==> config.mk <==
export PLATFORM = sky130hd
export DESIGN_NAME = mem_rr_arbiter
export DESIGN_NICKNAME = d
export VERILOG_FILES = /design/src/rtl/mem_arb_pkg.sv /design/src/rtl/mem_rr_picker.sv /design/src/rtl/mem_rr_arbiter.sv
export SDC_FILE = /design/constraint.sdc
export NUM_CORES = 1
export LEC_CHECK = 0
export CAP_MARGIN = 20
export CORE_MARGIN = 2
export CORE_UTILIZATION = 37
export DETAILED_ROUTE_END_ITERATION = 10
export GPL_ROUTABILITY_DRIVEN = 0
export PLACE_DENSITY_LB_ADDON = 0.08
export SKIP_LAST_GASP = 1
export SLEW_MARGIN = 20
export SYNTH_ARGS = -nofsm -noshare
export SYNTH_HDL_FRONTEND = slang
export SYNTH_SLANG_ARGS = --single-unit
==> constraint.sdc <==
create_clock -name clk_i -period 1.8 [get_ports clk_i]
set_input_delay 0.45 -clock clk_i [delete_from_list [all_inputs] [get_ports clk_i]]
set_output_delay 0.45 -clock clk_i [all_outputs]
set_load 0.05 [all_outputs]
==> src/rtl/mem_arb_pkg.sv <==
// Shared constants and FSM encoding for the round-robin memory arbiter.
package mem_arb_pkg;

    localparam int unsigned DEF_WIDTH   = 8;
    localparam int unsigned DEF_DEPTH   = 16;
    localparam int unsigned DEF_NUM_REQ = 4;
    localparam int unsigned DEF_TIMEOUT = 4;

    typedef enum logic [1:0] {
        ST_IDLE  = 2'd0,
        ST_ISSUE = 2'd1,
        ST_WAIT  = 2'd2,
        ST_RESP  = 2'd3
    } arb_state_e;

    // Index width that stays at least one bit for tiny counts.
    function automatic int unsigned ptr_width(input int unsigned n);
        return (n > 1) ? $clog2(n) : 1;
    endfunction

endpackage

==> src/rtl/mem_rr_picker.sv <==
// Combinational round-robin search: first set request at ptr, ptr+1, ... (mod NUM_REQ).
module mem_rr_picker
    import mem_arb_pkg::*;
#(
    parameter int unsigned NUM_REQ = DEF_NUM_REQ,
    parameter int unsigned PTR_W   = ptr_width(NUM_REQ)
) (
    input  logic [NUM_REQ-1:0] req,
    input  logic [PTR_W-1:0]   ptr,
    output logic               grant_valid,
    output logic [PTR_W-1:0]   grant_idx
);

    int unsigned      idx;
    logic [PTR_W-1:0] cand;

    // Walk from the farthest offset down so the closest hit to ptr wins.
    always_comb begin
        grant_valid = 1'b0;
        grant_idx   = '0;
        idx         = 0;
        cand        = '0;
        for (int i = NUM_REQ - 1; i >= 0; i--) begin
            idx  = (32'(ptr) + 32'(i)) % NUM_REQ;
            cand = PTR_W'(idx);
            if (req[cand]) begin
                grant_valid = 1'b1;
                grant_idx   = cand;
            end
        end
    end

endmodule

==> src/rtl/mem_rr_arbiter.sv <==
// Round-robin arbiter sharing one valid/ready single-port memory between NUM_REQ requesters,
// one transaction per grant, with a timeout so a silent memory never hangs a requester.
module mem_rr_arbiter
    import mem_arb_pkg::*;
#(
    parameter int unsigned WIDTH      = DEF_WIDTH,
    parameter int unsigned DEPTH      = DEF_DEPTH,
    parameter int unsigned ADDR_WIDTH = $clog2(DEPTH),
    parameter int unsigned NUM_REQ    = DEF_NUM_REQ,
    parameter int unsigned TIMEOUT    = DEF_TIMEOUT
) (
    input  logic                          clk_i,
    input  logic                          rst_i,
    input  logic [NUM_REQ-1:0]            req_valid_i,
    input  logic [NUM_REQ-1:0]            req_wr_rd_en_i,
    input  logic [NUM_REQ*ADDR_WIDTH-1:0] req_addr_i,
    input  logic [NUM_REQ*WIDTH-1:0]      req_wdata_i,
    output logic [NUM_REQ-1:0]            req_ready_o,
    output logic [WIDTH-1:0]              req_rdata_o,
    output logic                          req_err_o,
    output logic                          busy_o,
    output logic                          mem_valid_o,
    output logic                          mem_wr_rd_en_o,
    output logic [ADDR_WIDTH-1:0]         mem_addr_o,
    output logic [WIDTH-1:0]              mem_wdata_o,
    input  logic [WIDTH-1:0]              mem_rdata_i,
    input  logic                          mem_ready_i
);

    localparam int unsigned PTR_W = ptr_width(NUM_REQ);
    localparam int unsigned CNT_W = $clog2(TIMEOUT + 1);

    arb_state_e       state;
    logic [PTR_W-1:0] ptr;
    logic [PTR_W-1:0] grant;
    logic [PTR_W-1:0] ptr_next;
    logic [CNT_W-1:0] cnt;

    logic             grant_valid;
    logic [PTR_W-1:0] grant_idx;

    logic [ADDR_WIDTH-1:0] addr_arr  [NUM_REQ];
    logic [WIDTH-1:0]      wdata_arr [NUM_REQ];

    // Unflatten the per-requester command buses.
    for (genvar n = 0; n < NUM_REQ; n++) begin : g_unpack
        assign addr_arr[n]  = req_addr_i[n*ADDR_WIDTH +: ADDR_WIDTH];
        assign wdata_arr[n] = req_wdata_i[n*WIDTH +: WIDTH];
    end

    mem_rr_picker #(
        .NUM_REQ (NUM_REQ),
        .PTR_W   (PTR_W)
    ) u_picker (
        .req         (req_valid_i),
        .ptr         (ptr),
        .grant_valid (grant_valid),
        .grant_idx   (grant_idx)
    );

    assign ptr_next = (grant == PTR_W'(NUM_REQ - 1)) ? '0 : grant + 1'b1;

    // Arbitration FSM; every output is a register updated here.
    always_ff @(posedge clk_i or posedge rst_i) begin
        if (rst_i) begin
            state          <= ST_IDLE;
            ptr            <= '0;
            grant          <= '0;
            cnt            <= '0;
            req_ready_o    <= '0;
            req_rdata_o    <= '0;
            req_err_o      <= 1'b0;
            busy_o         <= 1'b0;
            mem_valid_o    <= 1'b0;
            mem_wr_rd_en_o <= 1'b0;
            mem_addr_o     <= '0;
            mem_wdata_o    <= '0;
        end else begin
            case (state)
                ST_IDLE: begin
                    if (grant_valid) begin
                        grant          <= grant_idx;
                        mem_valid_o    <= 1'b1;
                        mem_wr_rd_en_o <= req_wr_rd_en_i[grant_idx];
                        mem_addr_o     <= addr_arr[grant_idx];
                        mem_wdata_o    <= wdata_arr[grant_idx];
                        busy_o         <= 1'b1;
                        state          <= ST_ISSUE;
                    end
                end
                ST_ISSUE: begin
                    // Single-cycle valid: a second cycle would repeat the memory op.
                    mem_valid_o <= 1'b0;
                    cnt         <= '0;
                    state       <= ST_WAIT;
                end
                ST_WAIT: begin
                    if (mem_ready_i) begin
                        if (!mem_wr_rd_en_o) begin
                            req_rdata_o <= mem_rdata_i;
                        end
                        req_ready_o <= NUM_REQ'(1) << grant;
                        req_err_o   <= 1'b0;
                        ptr         <= ptr_next;
                        state       <= ST_RESP;
                    end else if (cnt == CNT_W'(TIMEOUT - 1)) begin
                        req_ready_o <= NUM_REQ'(1) << grant;
                        req_err_o   <= 1'b1;
                        ptr         <= ptr_next;
                        state       <= ST_RESP;
                    end else begin
                        cnt <= cnt + 1'b1;
                    end
                end
                ST_RESP: begin
                    // No arbitration here: the served requester is still dropping valid.
                    req_ready_o <= '0;
                    req_err_o   <= 1'b0;
                    busy_o      <= 1'b0;
                    state       <= ST_IDLE;
                end
                default: state <= ST_IDLE;
            endcase
        end
    end

endmodule

# Word level (Yosys, flattened, before mapping)

Cells that the tools add are included.

Add/sub/neg operators: 5
Multiply operators: 0
Div/mod/pow operators: 0
Magnitude comparators: 6
Eq/ne operators: 9
Shift-type cells: 1
Muxes and demuxes: 43
Bitwise logic cells: 2
Reduce and logical (&&, ||, !) cells: 14

Operators with widths:

| operator                                                                      | count |
|---|---|
| 2-bit 2-to-1 mux                                                              | 10 |
| 8-bit binary-select mux with 2-bit select                                     | 1 |
| 4-bit 2-to-1 mux                                                              | 4 |
| 8-bit 2-to-1 mux                                                              | 2 |
| 2-bit by 3-bit less-than comparator with 1-bit output (second input constant) | 5 |
| 1-bit 2-to-1 mux                                                              | 12 |
| 2-bit AND reduction                                                           | 6 |
| 1-bit binary-select mux with 2-bit select                                     | 5 |
| 2-bit nonzero test                                                            | 5 |
| 4-bit binary-select mux with 2-bit select                                     | 1 |
| 2-bit case mux with 4 select lines                                            | 1 |
| 4-bit case mux with 2 select lines                                            | 1 |
| 2-bit equality test (second input constant)                                   | 3 |
| 3-bit 2-to-1 mux                                                              | 2 |
| 2-bit != test (second input constant)                                         | 3 |
| 1-bit case mux with 2 select lines                                            | 3 |
| 3-bit case mux with 2 select lines                                            | 1 |
| 3-bit AND reduction                                                           | 2 |
| 2-bit by 1-bit adder with 2-bit output (second input constant)                | 2 |
| 2-bit adder (second input constant)                                           | 2 |
| 1-bit by 2-bit << shifter with 4-bit output (first input constant)            | 1 |
| 3-bit by 1-bit adder with 3-bit output (second input constant)                | 1 |
| 3-bit by 2-bit equality test with 1-bit output (second input constant)        | 1 |
| 3-bit >= comparator (second input constant)                                   | 1 |
| other kinds (5)                                                               | 5 |

Register bits: 37
Bits in latches: 0
Memory bits (writable): 0
Memory bits (read-only): 0
Input bits: 67
Output and inout bits: 28
Word-level logic and storage cells: 92
Memories kept: 0

# Longest topological paths before layout

Depth after elaboration: 11
Depth in mapped cells: 7
Depth with buffers taken out: 7

# Modules after synthesis

Synthesis repeated with hierarchy kept, for this count alone.

Cells, all modules: 176
Area, all modules: 1990.7 um^2

By module, submodules not included:

| module         | times used | cells each | area an instance (um^2) |
|---|---|---|---|
| mem_rr_arbiter | 1          | 163        | 1913.1 |
| mem_rr_picker  | 1          | 13         | 77.6 |

# Worst setup path after synthesis

No wires, ideal clock.

Path kind: register -> register
Start: register cnt[0]
End: register cnt[1]
Arrival time: 1.618 ns
Data required time: 1.679 ns
Path slack: 0.061 ns
Stages on the path, launching flop included: 6
Path buffers: 0
Period minus slack after synthesis: 1.739 ns
Path through: dfrtp_1 -> ha_1 -> ha_1 -> nor2_1 -> mux2_2 -> a22o_1

Cells in the longest elaborated chain, start to end: 4
Elaborated cells on any way between the ends: 7
Those cells by class: add/sub (1); eq/ne (2); mux (3); reduce/logical (1)

RTL lines:

| what                                   | RTL line              | RTL |
|---|---|---|
| start: declaration                     | mem_rr_arbiter.sv:37  | `logic [CNT_W-1:0] cnt;` |
| start signal: assignment               | mem_rr_arbiter.sv:112 | `cnt <= cnt + 1'b1;` |
| 3-bit by 1-bit adder with 3-bit output | mem_rr_arbiter.sv:112 |  |
| 3-bit 2-to-1 mux                       | mem_rr_arbiter.sv:106 | `end else if (cnt == CNT_W'(TIMEOUT - 1)) begin` |
| 3-bit 2-to-1 mux                       | mem_rr_arbiter.sv:98  | `if (mem_ready_i) begin` |
| 3-bit case mux with 2 select lines     | mem_rr_arbiter.sv:79  | `case (state)` |

Parallel ways exist; a longest one is shown, timed or not. The select of a mux whose other input is x is not followed.
A chain may end at the register's enable or synchronous reset.

# Worst setup path in the final report

Ends and elaborated chain as after synthesis.

==> impl_results.md <==
* Outcome: completed
* Critical R2R Launch: cnt[0]
* Synthesized cell area at 2030 um2
* Drc violations at 0
* Unique masters post-synth at 32
* Gr usage total at approximately 18%
* Number of cells on the worst reg-to-reg path at 5
* Vias at 1800
* Vias in the first global route at 1823
* P per Cell Area at 1710 nW/um2
* Port Buffer Count at 94
* H-Tree Depth at 2
* First-pass GRT wire length at roughly 8.6 mm
* P_sw at ~2600 uW
* IO Pins at 95
* Initial Util at 39.0%
* Switching Share at 45.5%
* Post-Synthesis Cells at roughly 180
* WHS Endpoint: busy_o
* Die width at ~78 um
* Rows at 26
* Hold path cells at 2
* Final period utilization at 94.2%
* Drt total wl at 5.24 mm
* Fin area at approximately 3300 um2
* P_leak at 0.00160 uW
* Drt pass-1 iters at 4
* Least-Margin Pin Slew at 0.272 ns
* Critical Path Source Type: register
* Cell Area, Placed at 3130 um2
* Post-synth EDFFs at 0
* Power Internal at 3080 uW
* Clk sinks at 37
* Die height at 78.1 um
* Dpl hpwl at around 4.0 mm
* # diodes at 0
* Yosys warning count at 0
* Grt total ovfl at 0
* Worst min path class: register to register
* 1st-iter DRT viols at 68
* R2r endpoint: cnt[1]
* Setup slack after placement at -0.400 ns
* Post-route minimum period at approximately 1.7 ns
* Max clock buf depth at 2
* Initial antenna violation count at 0
* Clock share of power at approximately an eighth
* Async S/R FF share, synth at 100%
* Die Area at 6100 um2
* WL/cell at 14.2 um
* Clock skew at 0.00481 ns
* Required time of the worst setup path at just under 2 ns
* Sequential share of power at 25.9%
* Unrepaired setup endpoints after global routing: no
* Fmax at 590 MHz
* Worst path arrival time at 1.87 ns
* Worst-path clk slew at 0.07 ns
* Final ANT Viol Nets at 0
* Final Max Tran Viols at 0
* Largest net degree at the start of global routing at 38
* Final Setup Violations at 0
* Post-DR vias/cell at 4.86
* Synth Register Bits at 37
* Comb pwr share at 61.3%
* Relative slew slack at 81.6%
* Final Hold Fails at 0
* Hold-fix buffers, CTS at 0
* Num CTS Buffers at 5
* CP Capture Type: register
* Setup_tns at 0 ns
* CP Max Fanout at 5
* Synth top area share at a little under half
* Syn nets at 258
* Final nets at about 380
* Most frequent cells in the layout: 62 x clkdlybuf4s50_1, 48 x buf_4, 37 x dfrtp_1, 26 x nand2_1, 25 x mux2i_1
* CP Class: register to register
* Max Cap Viol at 0
* R2r setup slk at 0.10 ns
* Commonest non-fill, non-tap cell in the layout: clkdlybuf4s50_1
* CTS tree: yes
* Worst IR drop on VDD at 1.22 mV
* Main synth FF type: dfrtp_1
* Hold Path Origin: busy_o
* Register area share after synthesis at 45.6%
* Worst-Skew Late Latency at between 0.2 and 0.3 ns
* CTS Root Cell: clkbuf_8
* Yosys top cell by area: dfrtp_1
* Core area at roughly 5200 um2
* Setup ws final at 0.105 ns
* Share of layout cells above drive strength 1 at 26.0%
* Area grow syn2layout at 62.5%
* Largest cells by area after synthesis: dfrtp_1 46%, mux2i_1 13%, ha_1 6.2%, o221ai_1 5.6%, mux2_2 5.5%
* Syn_area_per_cell at 11.2 um2
## layout make-up
class | count | area, um2
multi-input combinational | 125 | 1010
inverter | 10 | 37.5
fill | 446 | 1910
timing repair buffer | 120 | 1120
clock inverter | 2 | 38.8
sequential | 37 | 926
clock buffer | 6 | 72.6
tap | 70 | 87.6
## cells by family (layout without fill, tap and decap cells)
group	Yosys count	count (layout)	share of synthesized area, %
muxes	36	36	18.4
adders and majority gates	10	10	6.16
DFF	37	37	45.6
xor gates and xnor gates	1	1	0.431
and+or+nand+nor	38	38	8.32
buffers and inverters	19	138	6.16
AOI/OAI and AO/OA	40	40	15.0
## worst max-delay path by stage
stage	startpoint	end	slack, ns	cells past startpoint
3_5_place_dp	req_valid_i[2]	mem_addr_o[0]	-0.40	7
4_1_cts	cnt[0]	cnt[1]	0.02	5
5_1_grt	cnt[0]	cnt[1]	0.03	5
3_3_place_gp	req_valid_i[1]	mem_wdata_o[7]	-0.38	8
6_report	cnt[0]	cnt[1]	0.10	5
2_1_floorplan	cnt[0]	cnt[1]	0.06	5
## through the flow
stage / hold WS (ns) / cells / total power (uW) / utilization, %
global placement: 0.466 / 359 / 4800 / 60.0
global route: 0.509 / 370 / 6030 / 63.4
finish: 0.483 / 370 / 5650 / 63.4
floorplan: 0.449 / 181 / 3750 / -
CTS: 0.491 / 370 / 5700 / 63.2
detailed placement: 0.473 / 359 / 4850 / 60.0
## critical path, stage by stage (launching register included)
cell	delay [ns]
dfrtp_1	0.39
ha_1	0.22
ha_1	0.22
nor2_2	0.23
mux2_2	0.36
a22o_1	0.17
## synth_stat cells (2+ instances only)
library cell   n
a21oi_1        2
o221ai_1      13
o22ai_1        2
mux2_2        10
nand2_1       26
mux2i_1       26
a21o_1         2
o21ai_0        9
dfrtp_1       37
buf_2          2
buf_12         2
nand2b_1       2
nor2_1         4
clkbuf_1       2
a22o_1         7
inv_1          9
buf_6          2
ha_1          10
## metal layers
metal / vias to the layer above / global-route usage, % / wire, um
met5: - / 0 / 0
met4: 0 / 5.44 / 36
met3: 2 / 5.86 / 357
met2: 52 / 29.0 / 2530
met1: 852 / 22.4 / 2320
li1: 894 / - / -
## what timing repair did
action | in CTS | in global routing
pin swaps | 3 | 1
cloned | 1 | 0
endpoints found under the setup margin | 13 | 12
setup buffers | 2 | 0
resized for setup | 8 | 7
## sequential cells by signal, summed over array words and instances, names as in the netlist
name and cells:
mem_wr_rd_en_o 1, grant 2, mem_wdata_o 8, req_rdata_o 8
req_ready_o 4, cnt 3, busy_o 1, mem_addr_o 4
state 2, mem_valid_o 1, ptr 2, req_err_o 1
## power groups by stage
stage / logic, uW / registers [uW] / clock network [uW]
floorplan: 1320 / 2430 / 0
global placement: 3340 / 1470 / 0
detailed placement: 3370 / 1480 / 0
CTS: 3480 / 1460 / 752
global route: 3720 / 1520 / 785
finish: 3460 / 1470 / 722
(Power assumes the default switching activity.)
